--- src/rtl/kypd_pkg.sv ---
// rtl/kypd_pkg.sv - shared types and key map for the KYPD 4x4 keypad scanner
package kypd_pkg;

    typedef enum logic [1:0] {IDLE, DEB_PRESS, PRESSED, DEB_REL} kypd_state_t;

    typedef enum logic [1:0] {NONE, SINGLE, MULTI} frame_res_t;

    // Entry {row,col}: r0 = 1 2 3 A, r1 = 4 5 6 B, r2 = 7 8 9 C, r3 = 0 F E D
    localparam logic [15:0][3:0] KEY_MAP = {
        4'hD, 4'hE, 4'hF, 4'h0,
        4'hC, 4'h9, 4'h8, 4'h7,
        4'hB, 4'h6, 4'h5, 4'h4,
        4'hA, 4'h3, 4'h2, 4'h1
    };

    localparam logic [3:0] KEY_BACKSPACE = 4'hD;

    function automatic logic [3:0] key_lookup(input logic [1:0] r, input logic [1:0] c);
        return KEY_MAP[{r, c}];
    endfunction

endpackage

--- src/rtl/kypd_col_scan.sv ---
// rtl/kypd_col_scan.sv - row synchronizer, column rotation and per-frame classification
module kypd_col_scan
    import kypd_pkg::*;
#(
    parameter int SCAN_DIV = 100000
) (
    input  logic       clk,
    input  logic       rst,
    input  logic [3:0] row,
    output logic [3:0] col,
    output logic       frame_done,
    output frame_res_t frame_res,
    output logic [3:0] key
);

    localparam int DW = $clog2(SCAN_DIV);

    logic [DW-1:0] div;
    logic [1:0]    slot;
    logic [3:0]    row_m;
    logic [3:0]    row_s;
    logic [1:0]    acc_hits;
    logic [3:0]    acc_key;
    logic          slot_end;
    logic [2:0]    cur_hits;
    logic [1:0]    cur_row;
    logic [2:0]    sum_hits;
    logic [1:0]    tot_hits;
    logic [3:0]    tot_key;

    assign slot_end = (div == DW'(SCAN_DIV - 1));
    assign col      = ~(4'b0001 << slot);

    // Hits saturate at 2: anything beyond one low row in a frame is MULTI.
    always_comb begin
        cur_hits = '0;
        cur_row  = '0;
        for (int r = 0; r < 4; r++) begin
            if (!row_s[r]) begin
                cur_hits = cur_hits + 3'd1;
                cur_row  = 2'(r);
            end
        end
        sum_hits = {1'b0, acc_hits} + cur_hits;
        tot_hits = (sum_hits >= 3'd2) ? 2'd2 : sum_hits[1:0];
        tot_key  = (cur_hits == 3'd1) ? key_lookup(cur_row, slot) : acc_key;
    end

    always_ff @(posedge clk or posedge rst) begin
        if (rst) begin
            div        <= '0;
            slot       <= '0;
            row_m      <= 4'hF;
            row_s      <= 4'hF;
            acc_hits   <= '0;
            acc_key    <= '0;
            frame_done <= 1'b0;
            frame_res  <= NONE;
            key        <= '0;
        end else begin
            row_m      <= row;
            row_s      <= row_m;
            frame_done <= 1'b0;
            if (slot_end) begin
                div  <= '0;
                slot <= slot + 2'd1;
                if (slot == 2'd3) begin
                    frame_done <= 1'b1;
                    frame_res  <= (tot_hits == 2'd0) ? NONE :
                                  (tot_hits == 2'd1) ? SINGLE : MULTI;
                    key        <= tot_key;
                    acc_hits   <= '0;
                    acc_key    <= '0;
                end else begin
                    acc_hits <= tot_hits;
                    acc_key  <= tot_key;
                end
            end else begin
                div <= div + DW'(1);
            end
        end
    end

endmodule

--- src/rtl/kypd_scanner.sv ---
// rtl/kypd_scanner.sv - keypad scanner top with debounce FSM; KYPD_TYPEMATIC_EN adds auto-repeat
module kypd_scanner
    import kypd_pkg::*;
#(
    parameter int SCAN_DIV       = 100000,
    parameter int DEBOUNCE_SCANS = 4
`ifdef KYPD_TYPEMATIC_EN
    ,
    parameter int REPEAT_SCANS   = 500
`endif
) (
    input  logic       CLK100MHZ,
    input  logic       reset,
    input  logic [3:0] row,
    output logic [3:0] col,
    output logic [3:0] BCD,
    output logic       newVal,
    output logic       valid
);

    localparam int CW = $clog2(DEBOUNCE_SCANS + 1);

    logic        frame_done;
    frame_res_t  frame_res;
    logic [3:0]  key;

    kypd_state_t state, state_n;
    logic [CW-1:0] cnt, cnt_n, cnt_inc;
    logic [3:0]  cand, cand_n, bcd_n;
    logic        newval_n, valid_n;
    logic        reach;

`ifdef KYPD_TYPEMATIC_EN
    localparam int RW = $clog2(REPEAT_SCANS + 1);
    logic [RW-1:0] rep_cnt, rep_cnt_n, rep_inc;
    assign rep_inc = rep_cnt + RW'(1);
`endif

    kypd_col_scan #(.SCAN_DIV(SCAN_DIV)) u_scan (
        .clk        (CLK100MHZ),
        .rst        (reset),
        .row        (row),
        .col        (col),
        .frame_done (frame_done),
        .frame_res  (frame_res),
        .key        (key)
    );

    assign cnt_inc = (cnt == CW'(DEBOUNCE_SCANS)) ? cnt : cnt + CW'(1);
    assign reach   = (cnt_inc == CW'(DEBOUNCE_SCANS));

    always_comb begin
        state_n  = state;
        cnt_n    = cnt;
        cand_n   = cand;
        bcd_n    = BCD;
        newval_n = newVal;
        valid_n  = valid;
`ifdef KYPD_TYPEMATIC_EN
        rep_cnt_n = rep_cnt;
`endif
        if (frame_done) begin
            case (state)
                IDLE: begin
                    if (frame_res == SINGLE) begin
                        cand_n = key;
                        if (DEBOUNCE_SCANS == 1) begin
                            state_n  = PRESSED;
                            cnt_n    = '0;
                            bcd_n    = key;
                            newval_n = 1'b1;
                            valid_n  = 1'b1;
                        end else begin
                            state_n = DEB_PRESS;
                            cnt_n   = CW'(1);
                        end
                    end
                end
                DEB_PRESS: begin
                    if (frame_res == SINGLE && key == cand) begin
                        if (reach) begin
                            state_n  = PRESSED;
                            cnt_n    = '0;
                            bcd_n    = cand;
                            newval_n = 1'b1;
                            valid_n  = 1'b1;
                        end else begin
                            cnt_n = cnt_inc;
                        end
                    end else begin
                        state_n = IDLE;
                        cnt_n   = '0;
                    end
                end
                PRESSED: begin
                    if (frame_res == NONE) begin
                        if (DEBOUNCE_SCANS == 1) begin
                            state_n  = IDLE;
                            newval_n = 1'b0;
                        end else begin
                            state_n = DEB_REL;
                            cnt_n   = CW'(1);
                        end
                    end
`ifdef KYPD_TYPEMATIC_EN
                    else begin
                        // A one-frame low pulse gives downstream another falling edge to commit on.
                        if (rep_inc == RW'(REPEAT_SCANS)) begin
                            newval_n  = 1'b0;
                            rep_cnt_n = '0;
                        end else begin
                            newval_n  = 1'b1;
                            rep_cnt_n = rep_inc;
                        end
                    end
`endif
                end
                DEB_REL: begin
                    if (frame_res == NONE) begin
                        if (reach) begin
                            state_n  = IDLE;
                            cnt_n    = '0;
                            newval_n = 1'b0;
                        end else begin
                            cnt_n = cnt_inc;
                        end
                    end else if (frame_res == SINGLE && key == cand) begin
                        state_n  = PRESSED;
                        cnt_n    = '0;
                        newval_n = 1'b1;
                    end else begin
                        state_n  = IDLE;
                        cnt_n    = '0;
                        newval_n = 1'b0;
                    end
                end
                default: begin
                    state_n  = IDLE;
                    cnt_n    = '0;
                    newval_n = 1'b0;
                end
            endcase
        end
`ifdef KYPD_TYPEMATIC_EN
        if (state_n != PRESSED) begin
            rep_cnt_n = '0;
        end
`endif
    end

    always_ff @(posedge CLK100MHZ or posedge reset) begin
        if (reset) begin
            state  <= IDLE;
            cnt    <= '0;
            cand   <= '0;
            BCD    <= '0;
            newVal <= 1'b0;
            valid  <= 1'b0;
`ifdef KYPD_TYPEMATIC_EN
            rep_cnt <= '0;
`endif
        end else begin
            state  <= state_n;
            cnt    <= cnt_n;
            cand   <= cand_n;
            BCD    <= bcd_n;
            newVal <= newval_n;
            valid  <= valid_n;
`ifdef KYPD_TYPEMATIC_EN
            rep_cnt <= rep_cnt_n;
`endif
        end
    end

endmodule
--- config.mk ---
export PLATFORM = sky130hd
export DESIGN_NAME = kypd_scanner
export DESIGN_NICKNAME = d
export VERILOG_FILES = /design/src/rtl/kypd_pkg.sv /design/src/rtl/kypd_col_scan.sv /design/src/rtl/kypd_scanner.sv
export SDC_FILE = /design/constraint.sdc
export NUM_CORES = 1
export LEC_CHECK = 0
export CAP_MARGIN = 20
export CELL_PAD_IN_SITES_DETAIL_PLACEMENT = 1
export CELL_PAD_IN_SITES_GLOBAL_PLACEMENT = 1
export CORE_MARGIN = 1.5
export CORE_UTILIZATION = 47
export CTS_CLUSTER_SIZE = 10
export DETAILED_ROUTE_END_ITERATION = 12
export PLACE_DENSITY = 0.83
export SLEW_MARGIN = 20
export SYNTH_ARGS = -nofsm -noshare
export SYNTH_HDL_FRONTEND = slang
export SYNTH_HIERARCHICAL = 1
export SYNTH_SLANG_ARGS = --single-unit
--- constraint.sdc ---
create_clock -name CLK100MHZ -period 4.2 [get_ports CLK100MHZ]
set_clock_uncertainty 0.2 [all_clocks]
set_input_delay 0.84 -clock CLK100MHZ [delete_from_list [all_inputs] [get_ports CLK100MHZ]]
set_output_delay 0.84 -clock CLK100MHZ [all_outputs]
set_load 0.01 [all_outputs]
==> metrics <==
Critical Path, Cell by Cell inv_1 -> ha_1 -> xnor2_1 -> ha_1 -> mux2_2 -> fa_1 -> nor2_1 -> and3_1 -> or4_1 -> nand2_1 -> o21ai_1; fraction of the cycle the final worst path needs 88.5%; Async S/R FF share, synth 100%; largest net degree at the start of global routing 24; antenna violations before repair 0; critical-path cell with the highest stage delay fa_1; clock tree root buffer cell clkbuf_8; vias in the first global route 2,119; H-tree depth 2; multi-input gate area in the final layout 0.00145 mm^2; number of hold buffers added after cts 0; worst-path maximum fanout 6; Switching Share 24.3%; fraction of layout cells with a size suffix above 1 12.0%; initial core utilization 49.0%; maximum clock frequency 0.269 GHz; Max Slew Vio Count 0; buffers plus inverters on the worst setup path 1; final setup margin 484 ps; Die W 82.0 um; worst skew pair latency 310 ps; final critical-path required period 3720 ps; Resized cells post-CTS 0; Via-to-Cell Ratio 5.55; most frequent cells in the layout dfrtp_1 (47), nand2_1 (29), inv_1 (20), clkdlybuf4s50_1 (15), xnor2_1 (13); worst IR drop on VDD 0.220 mV; gate count after technology mapping 282; Most common cell on crit path ha_1; RSZ-0062 raised after global routing no; Post-synth top flop dfrtp_1; number of buffers added on ports 15; Critical Path Source Type flop; Avg Inst Size Synth 10.4 um^2; final-report setup violation count 0; top cell type's share of synthesized area 40.1%; post-synthesis sequential area ratio 47.2%; status finished, final reports clean; fill cell total of the finished layout 664; count of antenna diodes in the layout 0; slowest cell delay on critical path 580 ps; Hold Fails Final Rpt 0; internal power 682 uW; leftover overflow at the end of global routing 0; number of placement rows 28; number of distinct library cells after synthesis 55; Worst Tran Pin Value 880 ps; total routed wirelength 5820 um; most common cell after layout, fill and taps aside dfrtp_1; register share of total power 60.0%; area growth from synthesis to layout 11.2%; clock network fraction of design power 33.0%; cells taking the most area after synthesis dfrtp_1 (40%), dfstp_2 (7.2%), ha_1 (5.1%), xnor2_1 (3.9%), nand2_1 (3.7%); Maximum Capacitance Violations 0; TritonCTS clock tree yes; top-level port count 16; height of the die 82.0 um; fraction of power consumed by combinational cells 7.0%; sw power 219 uW; count of synthesis-stage warnings from yosys 6; global placement routability congestion 0.782; final net count 319; vias 2,085; data required time of the critical path 4180 ps; Worst setup EP type flop; Post-Syn Area 0.00294 mm^2; Sequential Area 0.00139 mm^2; arrival time at the worst endpoint 3700 ps; biggest area consumer among synthesized cells dfrtp_1; GR Util All Layers 19.5%; clock sinks 55; final antenna-violating net count 0; 1st-iter DRT viols 87; Worst Setup Path Type flop to flop; leakage power total 0.00143 uW; global-route wire length before repair 9870 um; area of the die 0.00673 mm^2; drt drc 0; register bit total from synthesis 55; Post-synth EDFFs 0; Placement Setup Slack 509 ps; CTS clk-pin slew, worst paths 100 ps; Core ar. 0.00599 mm^2; hpwl dp 4420 um; power per standard cell area 276 mW/mm^2; first drt pass iteration count 4; Post-Route Setup TNS 0 ps; post-CTS setup-driven buffer insertion count 0; Inserted Clock Buffers 5; final routed wire length divided by cell count 15.5 um; Clock Path Buffers 2; net count after synthesis 301; CP top delay family adder cells; remaining max-slew budget at the tightest pin 41.3%; min-delay worst type flop to flop
## per-stage QoR
step,cells,util [%],cell area (um^2),total power (uW),hold slack [ps]
after CTS,376,54.5,3260,912,162
final,376,54.5,3260,902,161
after detailed placement,368,53.0,3170,615,147
after floorplan,282,-,2940,596,145
after global placement,368,53.0,3170,612,146
after global routing,376,54.5,3260,941,169
## power groups by stage
stage                     logic (uW)  clock network (uW)  registers (uW)
after floorplan                 48.1                   0             548
after global placement          61.1                   0             551
after detailed placement        64.1                   0             551
after CTS                       64.6                 306             541
after global routing            71.3                 328             542
final                           63.0                 298             541
## worst paths after layout
path	start	to	slack, ps	cells after the start
max	u_scan/row_s[1]	u_scan/frame_res[0]	480	11
min	u_scan/row_m[2]	u_scan/row_s[2]	160	0
max reg2reg	u_scan/row_s[1]	u_scan/frame_res[0]	480	11
min reg2reg	u_scan/row_m[2]	u_scan/row_s[2]	160	0
max in group asynchronous	reset	u_scan/row_s[2]	2220	3
min in group asynchronous	reset	BCD[0]	710	2
## cell usage after synthesis, types with 7 or more instances
library cell / instances
xor2_1: 10
dfstp_2: 8
nand2_1: 29
o21ai_0: 9
o21ai_1: 8
a21oi_1: 12
ha_1: 12
mux2_2: 9
dfrtp_1: 47
xnor2_1: 13
nor2_1: 12
nand3_1: 10
inv_1: 20
nor3_1: 7
## flip-flops by register name, summed over array words and instances (netlist names), 2 cells and up
signal	flops
u_scan/acc_key	4
BCD	4
u_scan/frame_res	2
state	2
u_scan/row_s	4
u_scan/div	17
u_scan/acc_hits	2
u_scan/slot	2
u_scan/row_m	4
u_scan/key	4
cnt	3
cand	4
## worst reg2reg max path, stage by stage (launching register included)
cell	delay [ps]
dfstp_2	570
inv_1	50
ha_1	350
xnor2_1	270
ha_1	300
mux2_2	280
fa_1	580
nor2_1	50
and3_1	170
or4_1	570
nand2_1	120
o21ai_1	80
## per-layer routing
layer,up-vias,GRT usage [%],wire [um]
met1,1050,24.8,2730
met5,-,0,0
met2,8,33.5,2940
met3,2,4.33,110
li1,1025,-,-
met4,0,5.08,40
## area by class of cell
type | count | share of cell area [%]
multi-input cells | 200 | 44.3
inverters | 20 | 2.30
clock inverters | 2 | 0.498
flip-flops and latches | 55 | 42.5
repair buffers | 18 | 5.29
well taps | 75 | 2.88
clock buffers | 6 | 2.22
## cells by family after synthesis
logic type	share of synthesized area, %
mux	6.18
simple gates	21.0
fa+ha+maj	5.80
compound gates	9.46
flops	47.2
buf+inv	3.50
xor+xnor	6.86
(Power assumes the default switching activity.)
